**config.mk**
```make
export PLATFORM = sky130hd
export DESIGN_NAME = lsu_mmio_bridge
export DESIGN_NICKNAME = d
export VERILOG_FILES = /design/src/rtl/lsu_mmio_bridge_pkg.sv /design/src/rtl/lsu_lane_align.sv /design/src/rtl/lsu_mmio_bridge.sv
export SDC_FILE = /design/constraint.sdc
export NUM_CORES = 1
export LEC_CHECK = 0
export ABC_AREA = 1
export CAP_MARGIN = 20
export CORE_MARGIN = 8
export CORE_UTILIZATION = 46
export DETAILED_ROUTE_END_ITERATION = 16
export HOLD_SLACK_MARGIN = 0.05
export MAX_ROUTING_LAYER = met4
export PLACE_DENSITY = 0.77
export SLEW_MARGIN = 20
export SYNTH_ARGS = -nofsm -noshare
export SYNTH_HDL_FRONTEND = slang
export SYNTH_SLANG_ARGS = --single-unit
```
**constraint.sdc**
```tcl
create_clock -name lsu_clk_i -period 22.9 [get_ports lsu_clk_i]
set_input_delay 6.87 -clock lsu_clk_i [delete_from_list [all_inputs] [get_ports lsu_clk_i]]
set_output_delay 6.87 -clock lsu_clk_i [all_outputs]
set_load 0.01 [all_outputs]
```
**src/rtl/lsu_mmio_bridge_pkg.sv**
```systemverilog
// Shared constants, types and helpers for the LSU-side MMIO bridge.
package lsu_mmio_bridge_pkg;

   localparam int unsigned DW                 = 64;
   localparam int unsigned TIMEOUT_CYCLES_DEF = 256;

   localparam logic [DW-1:0] CLINT_BASE_ADDR = 64'h0000_0000_0200_0000;
   localparam logic [DW-1:0] DMEM_BASE_ADDR  = 64'h0000_0000_8000_0000;
   localparam logic [DW-1:0] MMIO_MTIME      = 64'h0000_0000_0200_BFF8;
   localparam logic [DW-1:0] MMIO_MTIMECMP   = 64'h0000_0000_0200_4000;

   // log2 of the window sizes: CLINT 64 KiB, DMEM 128 MiB
   localparam int unsigned CLINT_WIN_BITS = 16;
   localparam int unsigned DMEM_WIN_BITS  = 27;

   localparam logic [2:0] F3_B  = 3'd0;
   localparam logic [2:0] F3_H  = 3'd1;
   localparam logic [2:0] F3_W  = 3'd2;
   localparam logic [2:0] F3_D  = 3'd3;
   localparam logic [2:0] F3_BU = 3'd4;
   localparam logic [2:0] F3_HU = 3'd5;
   localparam logic [2:0] F3_WU = 3'd6;

   localparam logic READ_EN  = 1'b1;
   localparam logic WRITE_EN = 1'b1;

   typedef enum logic [2:0] {
      ST_IDLE,
      ST_CLINT_ACC,
      ST_MEM_REQ,
      ST_MEM_WAIT,
      ST_RESP
   } state_e;

   typedef struct packed {
      logic [DW-1:0] addr;
      logic [DW-1:0] wdata;
      logic [2:0]    size;
      logic          wen;
   } lsu_req_t;

   // Low address bits that must be zero for a naturally aligned access
   function automatic logic [2:0] align_mask(input logic [1:0] sz);
      case (sz)
         2'd0:    return 3'b000;
         2'd1:    return 3'b001;
         2'd2:    return 3'b011;
         default: return 3'b111;
      endcase
   endfunction

   function automatic logic [7:0] strb_mask(input logic [1:0] sz);
      case (sz)
         2'd0:    return 8'h01;
         2'd1:    return 8'h03;
         2'd2:    return 8'h0F;
         default: return 8'hFF;
      endcase
   endfunction

endpackage

```
**src/rtl/lsu_lane_align.sv**
```systemverilog
// Byte-lane steering: load shift plus sign/zero extension, store strobes and data shift.
module lsu_lane_align
   import lsu_mmio_bridge_pkg::*;
(
   input  logic [2:0]    addr_lo_i,
   input  logic [2:0]    size_i,
   input  logic [DW-1:0] rdata_i,
   input  logic [DW-1:0] wdata_i,
   output logic [DW-1:0] load_data_c,
   output logic [7:0]    wstrb_c,
   output logic [DW-1:0] wdata_c
);

   logic [5:0]    shamt;
   logic [DW-1:0] shifted;

   always_comb begin
      shamt       = {addr_lo_i, 3'b000};
      shifted     = rdata_i >> shamt;
      load_data_c = shifted;
      case (size_i)
         F3_B:    load_data_c = {{(DW-8){shifted[7]}}, shifted[7:0]};
         F3_H:    load_data_c = {{(DW-16){shifted[15]}}, shifted[15:0]};
         F3_W:    load_data_c = {{(DW-32){shifted[31]}}, shifted[31:0]};
         F3_BU:   load_data_c = DW'(shifted[7:0]);
         F3_HU:   load_data_c = DW'(shifted[15:0]);
         F3_WU:   load_data_c = DW'(shifted[31:0]);
         default: load_data_c = shifted;
      endcase
      wstrb_c = strb_mask(size_i[1:0]) << addr_lo_i;
      wdata_c = wdata_i << shamt;
   end

endmodule

```
**src/rtl/lsu_mmio_bridge.sv**
```systemverilog
// Single-outstanding LSU bridge routing loads/stores to the CLINT register port or the data-memory bus.
module lsu_mmio_bridge
   import lsu_mmio_bridge_pkg::*;
#(
   parameter int unsigned   TIMEOUT_CYCLES = TIMEOUT_CYCLES_DEF,
   parameter logic [DW-1:0] CLINT_BASE     = CLINT_BASE_ADDR,
   parameter logic [DW-1:0] DMEM_BASE      = DMEM_BASE_ADDR
) (
   input  logic          lsu_clk_i,
   input  logic          lsu_rst_i,
   input  logic          lsu_req_valid_i,
   output logic          lsu_req_ready_o,
   input  logic [DW-1:0] lsu_addr_i,
   input  logic          lsu_wen_i,
   input  logic [DW-1:0] lsu_wdata_i,
   input  logic [2:0]    lsu_size_i,
   output logic          lsu_resp_valid_o,
   output logic [DW-1:0] lsu_rdata_o,
   output logic          lsu_resp_err_o,
   output logic          clint_ren_o,
   output logic          clint_wen_o,
   output logic [DW-1:0] clint_rwaddr_o,
   output logic [DW-1:0] clint_wdata_o,
   input  logic [DW-1:0] clint_rdata_i,
   output logic          dmem_req_valid_o,
   input  logic          dmem_req_ready_i,
   output logic [DW-1:0] dmem_addr_o,
   output logic          dmem_wen_o,
   output logic [7:0]    dmem_wstrb_o,
   output logic [DW-1:0] dmem_wdata_o,
   input  logic          dmem_rvalid_i,
   input  logic [DW-1:0] dmem_rdata_i
);

   localparam int unsigned CW = $clog2(TIMEOUT_CYCLES + 1);

   state_e        state_q, state_d;
   lsu_req_t      req_q, req_d;
   logic [CW-1:0] cnt_q, cnt_d;
   logic          accept, misaligned, bad_size, in_clint, in_dmem, timeout;

   logic          ready_q, ready_d, resp_valid_q, resp_valid_d, err_q, err_d;
   logic [DW-1:0] rdata_q, rdata_d;
   logic          clint_ren_q, clint_ren_d, clint_wen_q, clint_wen_d;
   logic [DW-1:0] clint_addr_q, clint_addr_d, clint_wdata_q, clint_wdata_d;
   logic          dmem_valid_q, dmem_valid_d, dmem_wen_q, dmem_wen_d;
   logic [DW-1:0] dmem_addr_q, dmem_addr_d, dmem_wdata_q, dmem_wdata_d;
   logic [7:0]    dmem_wstrb_q, dmem_wstrb_d;

   logic [DW-1:0] load_c, wdata_c;
   logic [7:0]    wstrb_c;

   // Request latch; ready_q is high exactly in IDLE
   always_comb begin
      accept = lsu_req_valid_i & ready_q;
      req_d  = req_q;
      if (accept) begin
         req_d = '{addr: lsu_addr_i, wdata: lsu_wdata_i, size: lsu_size_i, wen: lsu_wen_i};
      end
   end

   lsu_lane_align u_lane_align (
      .addr_lo_i   (req_d.addr[2:0]),
      .size_i      (req_d.size),
      .rdata_i     ((state_q == ST_CLINT_ACC) ? clint_rdata_i : dmem_rdata_i),
      .wdata_i     (req_d.wdata),
      .load_data_c (load_c),
      .wstrb_c     (wstrb_c),
      .wdata_c     (wdata_c)
   );

   always_comb begin
      state_d    = state_q;
      cnt_d      = cnt_q;
      rdata_d    = rdata_q;
      err_d      = err_q;
      misaligned = |(lsu_addr_i[2:0] & align_mask(lsu_size_i[1:0]));
      bad_size   = (lsu_size_i == 3'd7);
      in_clint   = (lsu_addr_i >> CLINT_WIN_BITS) == (CLINT_BASE >> CLINT_WIN_BITS);
      in_dmem    = (lsu_addr_i >> DMEM_WIN_BITS) == (DMEM_BASE >> DMEM_WIN_BITS);
      timeout    = (cnt_q == CW'(TIMEOUT_CYCLES - 1));

      case (state_q)
         ST_IDLE: begin
            if (accept) begin
               rdata_d = '0;
               err_d   = 1'b0;
               cnt_d   = '0;
               if (misaligned || bad_size) begin
                  state_d = ST_RESP;
                  err_d   = 1'b1;
               end else if (in_clint) begin
                  if (lsu_size_i == F3_D) begin
                     state_d = ST_CLINT_ACC;
                  end else begin
                     state_d = ST_RESP;
                     err_d   = 1'b1;
                  end
               end else if (in_dmem) begin
                  state_d = ST_MEM_REQ;
               end else begin
                  state_d = ST_RESP;
                  err_d   = 1'b1;
               end
            end
         end
         ST_CLINT_ACC: begin
            if (!req_q.wen) rdata_d = load_c;
            state_d = ST_RESP;
         end
         ST_MEM_REQ: begin
            cnt_d = cnt_q + CW'(1);
            if (dmem_req_ready_i) begin
               state_d = req_q.wen ? ST_RESP : ST_MEM_WAIT;
            end else if (timeout) begin
               state_d = ST_RESP;
               err_d   = 1'b1;
            end
         end
         ST_MEM_WAIT: begin
            cnt_d = cnt_q + CW'(1);
            if (dmem_rvalid_i) begin
               rdata_d = load_c;
               state_d = ST_RESP;
            end else if (timeout) begin
               rdata_d = '0;
               err_d   = 1'b1;
               state_d = ST_RESP;
            end
         end
         ST_RESP: begin
            rdata_d = '0;
            err_d   = 1'b0;
            state_d = ST_IDLE;
         end
         default: state_d = ST_IDLE;
      endcase

      // Output flops follow the state being entered
      ready_d       = (state_d == ST_IDLE);
      resp_valid_d  = (state_d == ST_RESP);
      clint_ren_d   = (state_d == ST_CLINT_ACC && !req_d.wen) ? READ_EN : ~READ_EN;
      clint_wen_d   = (state_d == ST_CLINT_ACC && req_d.wen) ? WRITE_EN : ~WRITE_EN;
      clint_addr_d  = (state_d == ST_CLINT_ACC) ? req_d.addr : '0;
      clint_wdata_d = (state_d == ST_CLINT_ACC && req_d.wen) ? req_d.wdata : '0;
      dmem_valid_d  = (state_d == ST_MEM_REQ);
      dmem_wen_d    = (state_d == ST_MEM_REQ) && req_d.wen;
      dmem_addr_d   = (state_d == ST_MEM_REQ) ? {req_d.addr[DW-1:3], 3'b000} : '0;
      dmem_wstrb_d  = dmem_wen_d ? wstrb_c : '0;
      dmem_wdata_d  = dmem_wen_d ? wdata_c : '0;
   end

   always_ff @(posedge lsu_clk_i or posedge lsu_rst_i) begin
      if (lsu_rst_i) begin
         state_q       <= ST_IDLE;
         req_q         <= '0;
         cnt_q         <= '0;
         ready_q       <= 1'b1;
         resp_valid_q  <= 1'b0;
         err_q         <= 1'b0;
         rdata_q       <= '0;
         clint_ren_q   <= 1'b0;
         clint_wen_q   <= 1'b0;
         clint_addr_q  <= '0;
         clint_wdata_q <= '0;
         dmem_valid_q  <= 1'b0;
         dmem_wen_q    <= 1'b0;
         dmem_addr_q   <= '0;
         dmem_wstrb_q  <= '0;
         dmem_wdata_q  <= '0;
      end else begin
         state_q       <= state_d;
         req_q         <= req_d;
         cnt_q         <= cnt_d;
         ready_q       <= ready_d;
         resp_valid_q  <= resp_valid_d;
         err_q         <= err_d;
         rdata_q       <= rdata_d;
         clint_ren_q   <= clint_ren_d;
         clint_wen_q   <= clint_wen_d;
         clint_addr_q  <= clint_addr_d;
         clint_wdata_q <= clint_wdata_d;
         dmem_valid_q  <= dmem_valid_d;
         dmem_wen_q    <= dmem_wen_d;
         dmem_addr_q   <= dmem_addr_d;
         dmem_wstrb_q  <= dmem_wstrb_d;
         dmem_wdata_q  <= dmem_wdata_d;
      end
   end

   assign lsu_req_ready_o  = ready_q;
   assign lsu_resp_valid_o = resp_valid_q;
   assign lsu_resp_err_o   = err_q;
   assign lsu_rdata_o      = rdata_q;
   assign clint_ren_o      = clint_ren_q;
   assign clint_wen_o      = clint_wen_q;
   assign clint_rwaddr_o   = clint_addr_q;
   assign clint_wdata_o    = clint_wdata_q;
   assign dmem_req_valid_o = dmem_valid_q;
   assign dmem_wen_o       = dmem_wen_q;
   assign dmem_addr_o      = dmem_addr_q;
   assign dmem_wstrb_o     = dmem_wstrb_q;
   assign dmem_wdata_o     = dmem_wdata_q;

endmodule
```
# --- Word-level counts from Yosys, hierarchy flattened ---
# Index checks and enable logic that the tools add are counted.
word_totals:
  register_bits: 479
  input_bits: 265
  wordCells: 107
classes:
  n_addsub: 1
  eq_ne: 26
  n_shift: 3
  n_mux: 38
  bitwise_logic: 2
  n_reduce_logical: 18
ops:
  columns: ["op", "n"]
  rows:
  - ["$mux 64", 9]
  - ["$pmux 64 s6", 1]
  - ["$pmux 64 s4", 1]
  - ["$mux 132", 1]
  - ["$shl 64x6->64", 1]
  - ["$shr 64x6->64", 1]
  - ["$eq 48x10->1 const B", 1]
  - ["$eq 37x5->1 const B", 1]
  - ["$mux 3", 9]
  - ["$pmux 8 s3", 1]
  - ["$eq 3x3->1 const B", 6]
  - ["$pmux 9 s2", 1]
  - ["$eq 3x2->1 const B", 5]
  - ["$pmux 3 s4", 1]
  - ["$mux 1", 10]
  - ["$add 9x1->9 const B", 1]
  - ["$eq 3x1->1 const B", 3]
  - ["$eq 9x8->1 const B", 1]
  - ["$logic_not 3->1", 3]
  - ["$mux 9", 1]
  - ["$pmux 3 s3", 1]
  - ["$mux 8", 1]
  - ["$ne 2x2->1 const B", 4]
  - ["$reduce_and 4->1", 2]
  - ["other kinds (16)", 22]

# --- Logic depth before layout (Yosys ltp) ---
# Gate-level depths: netlist of run 1.
logic_depth:
  depth_word: 11
  mapped_depth: 16

# --- Modules after synthesis ---
# A second synthesis of run 1 with hierarchy kept.
unflattened:
  cells_unflattened: 2642
  hier_area_um2: 22180.0
modules_own_cells:
  columns: ["module", "instances", "cells_per_inst", "area_per_inst_um2", "seq_area_each_um2"]
  rows:
  - ["lsu_mmio_bridge", 1, 1787, 18076.1, 11912.7]
  - ["lsu_lane_align", 1, 855, 4103.9, 0.0]

# --- Worst setup path before layout of run 1 ---
# OpenSTA, ideal clock, no wires.
synth_timing:
  path_kind: "input-to-reg"
  start: "in lsu_addr_i[46]"
  end: "reg dmem_wdata_q[32], in the netlist dmem_wdata_o[32]"
  setup_ns: 0.121
  arrival_time_ns: 8.200
  setup_slack_ns: 14.579
  stages: 10
  path_buffers: 1
  path_cell_list: "or2_1 nor3_1 nand2_1 nor2_1 nand4_2 nand2_1 nor2_2 nand2_1 buf_2 nor2_1"
synth_lines:
  columns: ["item", "line_no", "source"]
  rows:
  - ["start, declared", "lsu_mmio_bridge.sv:13", "input logic [DW-1:0] lsu_addr_i,"]
  - ["$eq 48x10->1", "lsu_mmio_bridge.sv:79", "in_clint = (lsu_addr_i >> CLINT_WIN_BITS) == (CLINT_BASE >> CLINT_WIN_BITS);"]
  - ["$mux 3", "lsu_mmio_bridge.sv:92", "end else if (in_clint) begin"]
  - ["$mux 3", "lsu_mmio_bridge.sv:89", "if (misaligned || bad_size) begin"]
  - ["$mux 3", "lsu_mmio_bridge.sv:85", "if (accept) begin"]
  - ["$pmux 3 s4", "lsu_mmio_bridge.sv:83", "case (state_q)"]
  - ["named net state_d[0]", "lsu_mmio_bridge.sv:37", "state_e state_q, state_d;"]
  - ["$eq 3x2->1", null, null]
  - ["named net dmem_valid_d", "lsu_mmio_bridge.sv:46", "logic dmem_valid_q, dmem_valid_d, dmem_wen_q, dmem_wen_d;"]
  - ["$logic_and 1x1->1", "lsu_mmio_bridge.sv:147", "dmem_wen_d = (state_d == ST_MEM_REQ) && req_d.wen;"]
  - ["$mux 64", "lsu_mmio_bridge.sv:150", "dmem_wdata_d = dmem_wen_d ? wdata_c : '0;"]
  - ["named net dmem_wdata_d[32]", "lsu_mmio_bridge.sv:47", "logic [DW-1:0] dmem_addr_q, dmem_addr_d, dmem_wdata_q, dmem_wdata_d;"]
  - ["end signal, assigned", "lsu_mmio_bridge.sv:187", "dmem_wdata_q <= dmem_wdata_d;"]
  - ["end, declared", "lsu_mmio_bridge.sv:47", null]
# The timed path passes the listed nets, and every way through them passes these cells.
# A chain may end at the register's enable or synchronous reset.

# --- Worst setup path after layout of run 1 ---
layout_timing:
  start: "in lsu_req_valid_i"
  end: "reg rdata_q[53], in the netlist lsu_rdata_o[53]"
layout_via:
  elab_chain_len: 6
layout_lines:
  columns: ["item", "line_no", "source"]
  rows:
  - ["start, declared", "lsu_mmio_bridge.sv:11", "input logic lsu_req_valid_i,"]
  - ["$and 1x1->1 (*)", "lsu_mmio_bridge.sv:55", "accept = lsu_req_valid_i & ready_q;"]
  - ["$mux 132", "lsu_mmio_bridge.sv:57", "if (accept) begin"]
  - ["$shr 64x6->64 (tied with other cells)", "lsu_lane_align.sv:19", "shifted = rdata_i >> shamt;"]
  - ["$pmux 64 s6", "lsu_lane_align.sv:21", "case (size_i)"]
  - ["$mux 64 (on tied branches)", "lsu_mmio_bridge.sv:122, lsu_mmio_bridge.sv:108", null]
  - ["$pmux 64 s4", "lsu_mmio_bridge.sv:83", null]
  - ["end signal, assigned", "lsu_mmio_bridge.sv:178", "rdata_q <= rdata_d;"]
  - ["end, declared", "lsu_mmio_bridge.sv:43", "logic [DW-1:0] rdata_q, rdata_d;"]
# Mark *: on every way between the ends. The rest lies on a longest branch, timed or not. The select of a mux whose other input is x is not followed.

==> impl_metrics.json, run 1 <==
{
  "internal-power_mw": 1.477,
  "htree_num_levels": 2,
  "final_hold_viol_count": 0,
  "busiest_layer": "met2",
  "dr.pass1.iters": 6,
  "root_buffer": "clkbuf_16",
  "worst_slew_pin_slew_ns": 1.094,
  "grt_pass1_wl_mm": 126.7,
  "post_drt_wl_per_cell_um": 23.09,
  "clk_pin_slew_ns": 0.06,
  "cts_made_buffers": 48,
  "worstPathMaxFanout": 83,
  "p_sw_share_pct": 30.31,
  "stdcell_area_sq_mm": 0.02915,
  "grt_max_degree": 137,
  "synth_area_leaders": "dfrtp_1 56%, nand2_1 11%, nor2_1 4.9%",
  "core_area_sq_mm": 0.04548,
  "final_net_count": 3348,
  "start_kind": "input port",
  "power_density_mw_per_mm2": 72.72,
  "power_leakage_nw": 14.03,
  "tns_ns": 0,
  "grt_usage_pct": 32.13,
  "drc": 0,
  "ys_ff_latch": 476,
  "drt_iter0_markers": 2263,
  "avgViaCountPerCell": 5.294,
  "slew_headroom_pct": 27.09,
  "routabilityCongestion": 0.9756,
  "min_period_ns": 11.28,
  "antenna_found_initial": 4,
  "worstReg2RegStart": "lsu_req_ready_o$_DFF_PP1_",
  "die_w_um": 230.9,
  "r2r_setup_slack_ns": 18.04,
  "dp_hpwl_mm": 63.85,
  "drt_wl_total_mm": 85.85,
  "synth.distinct_cells": 50,
  "outcome": "finished, final reports clean",
  "num_rows": 78,
  "ys_seq_area_share_pct": 56.09,
  "crit_required_ns": 23.43,
  "drive_above_1_share_pct": 8.828,
  "portBuffers": 596,
  "num_vias": 19680,
  "postCtsSetupRepairBufs": 0,
  "combinationalPowerShare_pct": 21.0,
  "critPathLaunch": "lsu_req_valid_i",
  "ctsHoldBuffers": 0,
  "synth.avg_cell_area_sq_um": 8.451,
  "grt_setup_unrepaired": "no",
  "dpl_cell_area_sq_mm": 0.02754,
  "dieArea_sq_mm": 0.05330,
  "cts.sinks": 476,
  "arrival_ns": 11.81,
  "max_freq_mhz": 88.63,
  "skew_ns": 0.01761,
  "die_height_um": 230.9,
  "area_delta_synth_final_pct": 37.24,
  "ir_drop_mv": 0.06434,
  "syn-cell-area_sq_mm": 0.02124,
  "synth.top_cell.area_share_pct": 55.97,
  "drv_slew": 0,
  "ios": 600,
  "initial_core_util_pct": 46.70,
  "fin_crit_sh_pct": 49.27,
  "post_cts_resize_count": 0,
  "grtUsageMet2_pct": 52.61,
  "max-clock-path-buffers": 3,
  "setup_viol_count_final": 0,
  "grt_pass1_vias": 20040,
  "cts_tree": "built",
  "crit_type": "in2reg",
  "grt_overflow": 0,
  "syn_inst": 2513,
  "nFillCells": 3823,
  "seqPwrFrac_pct": 42.1,
  "hp-class": "reg2reg",
  "netlist.top_cell.by_area": "dfrtp_1",
  "ys_warn_count": 0,
  "worstSkewPairLatency_ns": 0.60,
  "cp-end-kind": "flip-flop",
  "met3_usage_pct": 6.463,
  "clkPwrFrac_pct": 36.9,
  "ant_nets": 0,
  "p_sw_mw": 0.6425,
  "drv_cap": 0,
  "hold_start": "lsu_rdata_o[28]$_DFFE_PP0P_",
  "use_met1_pct": 38.92
}
placed cells by master, fill, tap and decap left out, types with 2 or more instances in the layout:
master	n
clkinv_2	7
ha_1	2
nand4_1	3
diode_2	3
o22ai_1	14
or2_1	3
nor3b_1	2
o21ai_1	113
bufinv_16	2
a22oi_1	9
o21a_1	9
inv_1	219
clkbuf_1	12
clkbuf_8	11
nor3_2	2
inv_6	3
clkbuf_16	48
nand3_1	130
o2111ai_1	16
or2_2	134
o21ai_4	2
clkdlybuf4s50_1	596
o21ai_2	4
o211ai_1	16
nand2_1	638
nor2_4	3
dfrtp_1	475
buf_4	19
nand2_4	5
nor3_1	10
a31oi_1	4
nor2_2	4
nand2_2	2
a21oi_1	53
conb_1	53
o21ai_0	179
nor2_1	276
inv_2	13
nand3_2	3
power by group through the flow:
| stage | Sequential, mW | Combinational (mW) | Clock [mW] |
|---|---|---|---|
| 2_1_floorplan | 0.908 | 0.275 | 0 |
| 3_3_place_gp | 0.905 | 0.433 | 0 |
| 3_5_place_dp | 0.907 | 0.434 | 0 |
| 4_1_cts | 0.892 | 0.438 | 0.793 |
| 5_1_grt | 0.895 | 0.485 | 0.827 |
| 6_report | 0.892 | 0.444 | 0.783 |
logic make-up after synthesis:
kind of cell | Yosys count | share of synthesized area (%)
AOI/OAI and AO/OA | 423 | 10.96
DFF | 476 | 56.09
and+or+nand+nor | 1223 | 24.83
adders and majority gates | 2 | 0.1178
other | 1 | 0.01766
muxes | 1 | 0.04713
buffers and inverters | 387 | 7.942
through the flow:
step                hold slack, ns  power (mW)  cells  setup WS [ns]  utilization, %
floorplan                   0.4712       1.183   2565          2.752               -
global placement            0.4645       1.338   3629          11.25           60.54
detailed placement          0.4714       1.341   3629          11.11           60.55
CTS                         0.4869       2.122   3713          11.72           63.97
global route                0.4993       2.207   3718          11.33           64.09
finish                      0.4869       2.119   3718          11.62           64.09
Yosys cell counts (all sizes together):
| cell type | instances |
|---|---|
| and3 | 1 |
| nor2 | 284 |
| o21ai | 298 |
| a21oi | 54 |
| a22oi | 9 |
| a31oi | 4 |
| o2111ai | 16 |
| o21bai | 1 |
| o21a | 9 |
| ha | 2 |
| o31ai | 1 |
| o211ai | 16 |
| conb | 1 |
| buf | 108 |
| o311ai | 1 |
| mux2i | 1 |
| o22ai | 14 |
| or2 | 138 |
| and2 | 1 |
| nor3 | 12 |
| dfrtp | 475 |
| nand2 | 645 |
| dfstp | 1 |
| inv | 236 |
| nand3 | 134 |
| clkbuf | 43 |
| nand3b | 1 |
| nand4 | 5 |
| nor3b | 2 |
metal layers:
layer,routed length [um],share of wire [%]
met1,33440,39
met5,0,0
met2,41850,49
met3,6834,8.0
met4,3723,4.3
critical path: stages:
cell and delay (ns):
clkdlybuf4s50_1 0.51, nand2_4 0.41, buf_4 0.60, nand2_1 0.21
nand2_4 0.73, clkinv_2 0.52, nand2_1 0.51, nor2_1 0.10
nor2_1 0.12, nand2_1 0.06, nand2_1 0.12, nand3_4 0.29
nand4_4 0.44, nand2_1 0.13, nand2_1 0.08
final cells by class:
type	count	area [sq um]	area share, %
diodes	3	7.507	0.02576
clock buffers	71	1398	4.795
clock inverters	13	157.7	0.5409
inverters	236	898.4	3.082
multi-input cells	1702	7866	26.99
flip-flops and latches	476	11910	40.87
well taps	600	750.7	2.576
repair buffers	617	6156	21.12
state kept, by name, indices dropped and copies added, names as in the netlist, 3 cells and up:
| register | cells |
|---|---|
| req_q | 132 |
| state_q | 3 |
| dmem_wstrb_o | 8 |
| lsu_rdata_o | 64 |
| clint_wdata_o | 64 |
| cnt_q | 9 |
| clint_rwaddr_o | 64 |
| dmem_wdata_o | 64 |
| dmem_addr_o | 61 |
final timing paths:
kind,to,cells after the start
worst max-delay path,lsu_rdata_o[53]$_DFFE_PP0P_,15
worst min-delay path,lsu_rdata_o[28]$_DFFE_PP0P_,2
worst max register to register,lsu_rdata_o[53]$_DFFE_PP0P_,14
worst min register to register,lsu_rdata_o[28]$_DFFE_PP0P_,2
max in group asynchronous,clint_rwaddr_o[35]$_DFF_PP0_,4
min in group asynchronous,clint_wdata_o[0]$_DFF_PP0_,2
Note: power is estimated with default switching activity, not from simulation.
==> inputs of run 2 (changes only) <==
==> constraint.sdc (replaced) <==
create_clock -name lsu_clk_i -period 11.5 [get_ports lsu_clk_i]
set_input_delay 3.45 -clock lsu_clk_i [delete_from_list [all_inputs] [get_ports lsu_clk_i]]
set_output_delay 3.45 -clock lsu_clk_i [all_outputs]
set_load 0.01 [all_outputs]
==> run 2 against run 1 <==
  * Hold slack got worse by 0.0054 ns
  * Via count is 0.66% lower
  * Combinational power increased by 97%
  * Clock skew fell by 0.0062 ns
  * Flip-flop and latch count unchanged
  * Cell area rose by 0.13%
  * Register-to-register slack worse by 11 ns
  * Routed wire length decreased by 2.1%
  * First-iteration DRC count is 12% lower
  * Power is 100% higher
  * Critical path depth shrank 1
  * Largest power group unchanged
==> impl_metrics.json, run 2 (synthesis gave the netlist of run 1 again) <==
{
  "outcome": "finished, final reports clean",
  "area_delta_synth_final_pct": 37.42,
  "hp-class": "reg2reg",
  "min_period_ns": 7.593,
  "drc": 0,
  "htree_num_levels": 2,
  "cp-end-kind": "flip-flop",
  "p_sw_share_pct": 30.05,
  "drv_slew": 0,
  "total_power_mw": 4.245,
  "cp_cell_sequence": "clkdlybuf4s50_1 > nand2_4 > nand2_1 > nand2_4 > clkinv_2 > nand2_1 > nor2_1 > nor2_1 > nand2_1 > nand2_1 > nand3_4 > nand4_4 > nand2_1 > nand2_1",
  "p_sw_mw": 1.276,
  "root_buffer": "clkbuf_16",
  "cts_tree": "built",
  "dieArea_sq_mm": 0.05330,
  "grt_pass1_vias": 19870,
  "dr.pass1.iters": 7,
  "antenna_found_initial": 8,
  "power_density_mw_per_mm2": 145.5,
  "multi_input_area_sq_mm": 0.007866,
  "largest_register": "req_q",
  "skew_ns": 0.01146,
  "num_vias": 19560,
  "internal-power_mw": 2.969,
  "arrival_ns": 8.12,
  "ctsHoldBuffers": 0,
  "clk_pin_slew_ns": 0.06,
  "stdcell_area_sq_mm": 0.02918,
  "routabilityCongestion": 0.9973,
  "clkPwrFrac_pct": 37.5,
  "final_hold_viol_count": 0,
  "drv_cap": 0,
  "num_rows": 78,
  "postCtsSetupRepairBufs": 0,
  "crit_required_ns": 12.02,
  "drive_above_1_share_pct": 8.785,
  "largest_reg_flops": 132,
  "start_kind": "input port",
  "core_area_sq_mm": 0.04548,
  "avgViaCountPerCell": 5.247,
  "die_height_um": 230.9,
  "max_stage_delay_ns": 0.76,
  "ios": 600,
  "worst_slew_pin_slew_ns": 1.096,
  "ir_drop_mv": 0.1254,
  "max-clock-path-buffers": 3,
  "drt_wl_total_mm": 84.08,
  "dp_hpwl_mm": 63.03,
  "layout_common_cells": "638 x nand2_1, 596 x clkdlybuf4s50_1, 475 x dfrtp_1, 276 x nor2_1, 219 x inv_1",
  "tns_ns": 0,
  "grt_usage_pct": 31.52,
  "crit_top_cell": "nand2_1",
  "regArea_sq_mm": 0.01191,
  "max_freq_mhz": 131.7,
  "worstSkewPairLatency_ns": 0.59,
  "die_w_um": 230.9,
  "mostFrequentLayoutCell": "nand2_1",
  "worstPathMaxFanout": 83,
  "cpMaxStageDelayCell": "clkinv_2",
  "post_drt_wl_per_cell_um": 22.56,
  "grt_setup_unrepaired": "no",
  "drt_iter0_markers": 1995,
  "grt_pass1_wl_mm": 124.7,
  "grt_overflow": 0,
  "slew_headroom_pct": 26.93,
  "final_net_count": 3346,
  "setup_viol_count_final": 0,
  "portBuffers": 596,
  "nFillCells": 3833,
  "crit_type": "in2reg",
  "dpl_cell_area_sq_mm": 0.02753,
  "fin_crit_sh_pct": 66.03,
  "initial_core_util_pct": 46.70,
  "post_cts_resize_count": 0,
  "power_leakage_nw": 14.03,
  "combinationalPowerShare_pct": 20.6,
  "cts_made_buffers": 49,
  "ant_nets": 0,
  "seqPwrFrac_pct": 41.8,
  "cts.sinks": 476,
  "grt_max_degree": 182
}
[run 2: area by class of cell]
cell class	instances	share of cell area, %
sequential	476	40.82
multi-input combinational	1702	26.95
timing repair buffer	614	20.99
clock buffer	77	4.977
inverter	236	3.057
tap	600	2.572
clock inverter	14	0.5616
antenna	8	0.06860
[run 2: worst paths after layout]
| kind | start | endpoint | slack [ns] | cells past startpoint |
|---|---|---|---|---|
| worst min register to register | lsu_rdata_o[15]$_DFFE_PP0P_ | lsu_rdata_o[15]$_DFFE_PP0P_ | 0.48 | 2 |
| min in group asynchronous | lsu_rst_i | clint_wdata_o[54]$_DFF_PP0_ | 3.30 | 2 |
| worst max register to register | lsu_req_ready_o$_DFF_PP1_ | lsu_rdata_o[43]$_DFFE_PP0P_ | 6.91 | 13 |
| max in group asynchronous | lsu_rst_i | clint_rwaddr_o[29]$_DFF_PP0_ | 6.01 | 4 |
| worst min-delay path | lsu_rdata_o[15]$_DFFE_PP0P_ | lsu_rdata_o[15]$_DFFE_PP0P_ | 0.48 | 2 |
| worst max-delay path | lsu_req_valid_i | lsu_rdata_o[43]$_DFFE_PP0P_ | 3.91 | 14 |
[run 2: metrics by stage]
stage	hold WS (ns)	std cells	util [%]	setup slack [ns]
floorplan	0.4712	2565	-	1.602
global placement	0.4629	3627	60.53	3.324
detailed placement	0.4635	3627	60.53	3.308
CTS	0.4858	3718	64.08	3.925
global route	0.5026	3727	64.17	3.430
finish	0.4815	3727	64.17	3.907
[run 2: worst max-delay path: cells and delay by family]
family	cells	cell delay (ns)
buffers and inverters	2	1.26
and+or+nand+nor	12	3.29
[run 2: routing by layer]
| layer | wire [um] | global-route usage (%) |
|---|---|---|
| met1 | 33000 | 37.56 |
| met2 | 41330 | 52.21 |
| met3 | 6129 | 6.230 |
| met4 | 3623 | 12.81 |
| met5 | 0 | - |
[run 2: power groups by stage]
stage / clock network [mW] / registers (mW) / logic, mW
2_1_floorplan: 0 / 1.81 / 0.548
3_3_place_gp: 0 / 1.80 / 0.857
3_5_place_dp: 0 / 1.81 / 0.861
4_1_cts: 1.62 / 1.78 / 0.868
5_1_grt: 1.68 / 1.78 / 0.959
6_report: 1.59 / 1.78 / 0.876
==> inputs of run 3 (changes only) <==
--- a/config.mk
+++ b/config.mk
@@ -7,8 +7,9 @@
 export LEC_CHECK = 0
 export ABC_AREA = 1
 export CAP_MARGIN = 20
+export CORE_ASPECT_RATIO = 1.1
 export CORE_MARGIN = 8
-export CORE_UTILIZATION = 46
+export CORE_UTILIZATION = 44
 export DETAILED_ROUTE_END_ITERATION = 16
 export HOLD_SLACK_MARGIN = 0.05
 export MAX_ROUTING_LAYER = met4
==> constraint.sdc (replaced) <==
create_clock -name lsu_clk_i -period 6.42 [get_ports lsu_clk_i]
set_input_delay 1.926 -clock lsu_clk_i [delete_from_list [all_inputs] [get_ports lsu_clk_i]]
set_output_delay 1.926 -clock lsu_clk_i [all_outputs]
set_load 0.01 [all_outputs]
==> run 3 against run 2 <==
  * First-iteration DRC count is 7.6% lower
  * Clock skew is 0.018 ns higher
  * Final cell count is 1.4% higher
  * Sequential share of layout area is 0.20 points lower
  * Non-clock buffer count is 14 higher
  * Worst setup slack worse by 2.1 ns
  * Highest routed layer unchanged
  * Global-route usage is 0.27 points lower
  * Critical endpoint is now dmem_wdata_o[57]$_DFF_PP0_
  * Flip-flop and latch count stayed put
  * Largest cell class unchanged
==> impl_metrics.json, run 3 (synthesis gave the netlist of run 1 again) <==
{
  "outcome": "finished, final reports clean",
  "cp_cell_sequence": "clkdlybuf4s50_1 > nand2_4 > nand2_1 > nand2_2 > clkinv_2 > buf_4 > buf_4 > o21ai_0 > o21ai_1 > nor2_1",
  "dieArea_sq_mm": 0.05556,
  "post_cts_resize_count": 0,
  "largest_reg_flops": 132,
  "skew_ns": 0.02942,
  "cts.sinks": 476,
  "crit_required_ns": 6.86,
  "ir_drop_mv": 0.2067,
  "regArea_sq_mm": 0.01191,
  "portBuffers": 596,
  "drc": 0,
  "crit_top_cell": "buf_4",
  "multi_input_area_sq_mm": 0.007861,
  "cpMaxStageDelayCell": "clkdlybuf4s50_1",
  "max_stage_delay_ns": 0.62,
  "area_delta_synth_final_pct": 38.11,
  "die_height_um": 246.4,
  "largest_register": "req_q",
  "root_buffer": "clkbuf_16",
  "crit_type": "in2reg",
  "tns_ns": 0,
  "grt_overflow": 0,
  "routabilityCongestion": 0.9984,
  "grt_pass1_vias": 20390,
  "worstPathMaxFanout": 65,
  "dp_hpwl_mm": 64.78,
  "mostFrequentLayoutCell": "nand2_1",
  "grt_setup_unrepaired": "no",
  "grt_max_degree": 128,
  "post_drt_wl_per_cell_um": 22.87,
  "drt_wl_total_mm": 86.42,
  "cts_tree": "built",
  "setup_viol_count_final": 0,
  "path_buf_inv": 4,
  "fin_crit_sh_pct": 71.55,
  "arrival_ns": 5.03,
  "nFillCells": 4179,
  "worstSkewPairLatency_ns": 0.60,
  "grt_usage_pct": 31.25,
  "core_area_sq_mm": 0.04772,
  "cp_top_family": "buffers and inverters",
  "start_kind": "input port",
  "drt_iter0_markers": 1843,
  "cp-end-kind": "flip-flop",
  "max-clock-path-buffers": 3,
  "antenna_found_initial": 7,
  "ant_nets": 0,
  "die_w_um": 225.5,
  "drv_cap": 0,
  "cts_made_buffers": 48,
  "hp-class": "reg2reg",
  "drv_slew": 0,
  "max_freq_mhz": 217.7,
  "stdcell_area_sq_mm": 0.02933,
  "num_vias": 19820,
  "ctsHoldBuffers": 0,
  "drive_above_1_share_pct": 9.402,
  "dr.pass1.iters": 8,
  "htree_num_levels": 2,
  "grt_pass1_wl_mm": 127.5,
  "layout_common_cells": "638 x nand2_1, 596 x clkdlybuf4s50_1, 475 x dfrtp_1, 276 x nor2_1, 219 x inv_1",
  "ios": 600,
  "initial_core_util_pct": 44.51,
  "avgViaCountPerCell": 5.246,
  "power_density_mw_per_mm2": 259.5,
  "dp_slack_ns": 1.350,
  "worst_slew_pin_slew_ns": 1.047,
  "total_power_mw": 7.610,
  "power_leakage_nw": 14.12,
  "setup_slack_ns": 1.827,
  "clk_pin_slew_ns": 0.06,
  "postCtsSetupRepairBufs": 0,
  "final_net_count": 3359,
  "slew_headroom_pct": 29.48,
  "num_rows": 84,
  "final_hold_viol_count": 0,
  "dpl_cell_area_sq_mm": 0.02773,
  "min_period_ns": 4.593
}
run 3: worst min-delay path, cell delays in order, from the launching register on:
cell and delay [ns]:
dfrtp_1 0.35, nand2_1 0.05, nand2_1 0.05
run 3: layer usage:
metal / global-route usage [%] / share of wire [%] / routed length [um]
met5: - / 0 / 0
met3: 6.376 / 7.5 / 6445
met4: 14.97 / 5.1 / 4420
met2: 50.99 / 49 / 41970
met1: 36.81 / 39 / 33590
run 3: worst paths after layout:
check	from	to	slack, ns	depth (start not counted)
worst max-delay path	lsu_req_valid_i	dmem_wdata_o[57]$_DFF_PP0_	1.83	10
worst min-delay path	lsu_rdata_o[50]$_DFFE_PP0P_	lsu_rdata_o[50]$_DFFE_PP0P_	0.48	2
worst max register to register	state_q[1]$_DFF_PP0_	lsu_rdata_o[42]$_DFFE_PP0P_	3.18	11
worst min register to register	lsu_rdata_o[50]$_DFFE_PP0P_	lsu_rdata_o[50]$_DFFE_PP0P_	0.48	2
max in group asynchronous	lsu_rst_i	dmem_wdata_o[25]$_DFF_PP0_	3.28	3
min in group asynchronous	lsu_rst_i	clint_wdata_o[54]$_DFF_PP0_	1.90	2
run 3: cell type report:
class	instances	area share (%)
multi-input combinational	1702	26.80
tap	645	2.751
clock inverter	23	0.7807
clock buffer	62	4.620
antenna	7	0.05972
timing repair buffer	628	21.33
inverter	236	3.042
sequential	476	40.62
run 3: power by group:
group	switching, mW	internal [mW]
combinational	1.06	0.543
clock	1.21	1.61
sequential	0.0369	3.14
total	2.31	5.30
run 3: stage by stage:
step | hold WS, ns | util [%] | std cells
final | 0.4842 | 61.47 | 3779
after detailed placement | 0.4643 | 58.11 | 3687
after CTS | 0.4873 | 61.43 | 3772
after global routing | 0.4988 | 61.47 | 3779
after floorplan | 0.4712 | - | 2565
after global placement | 0.4675 | 58.11 | 3687
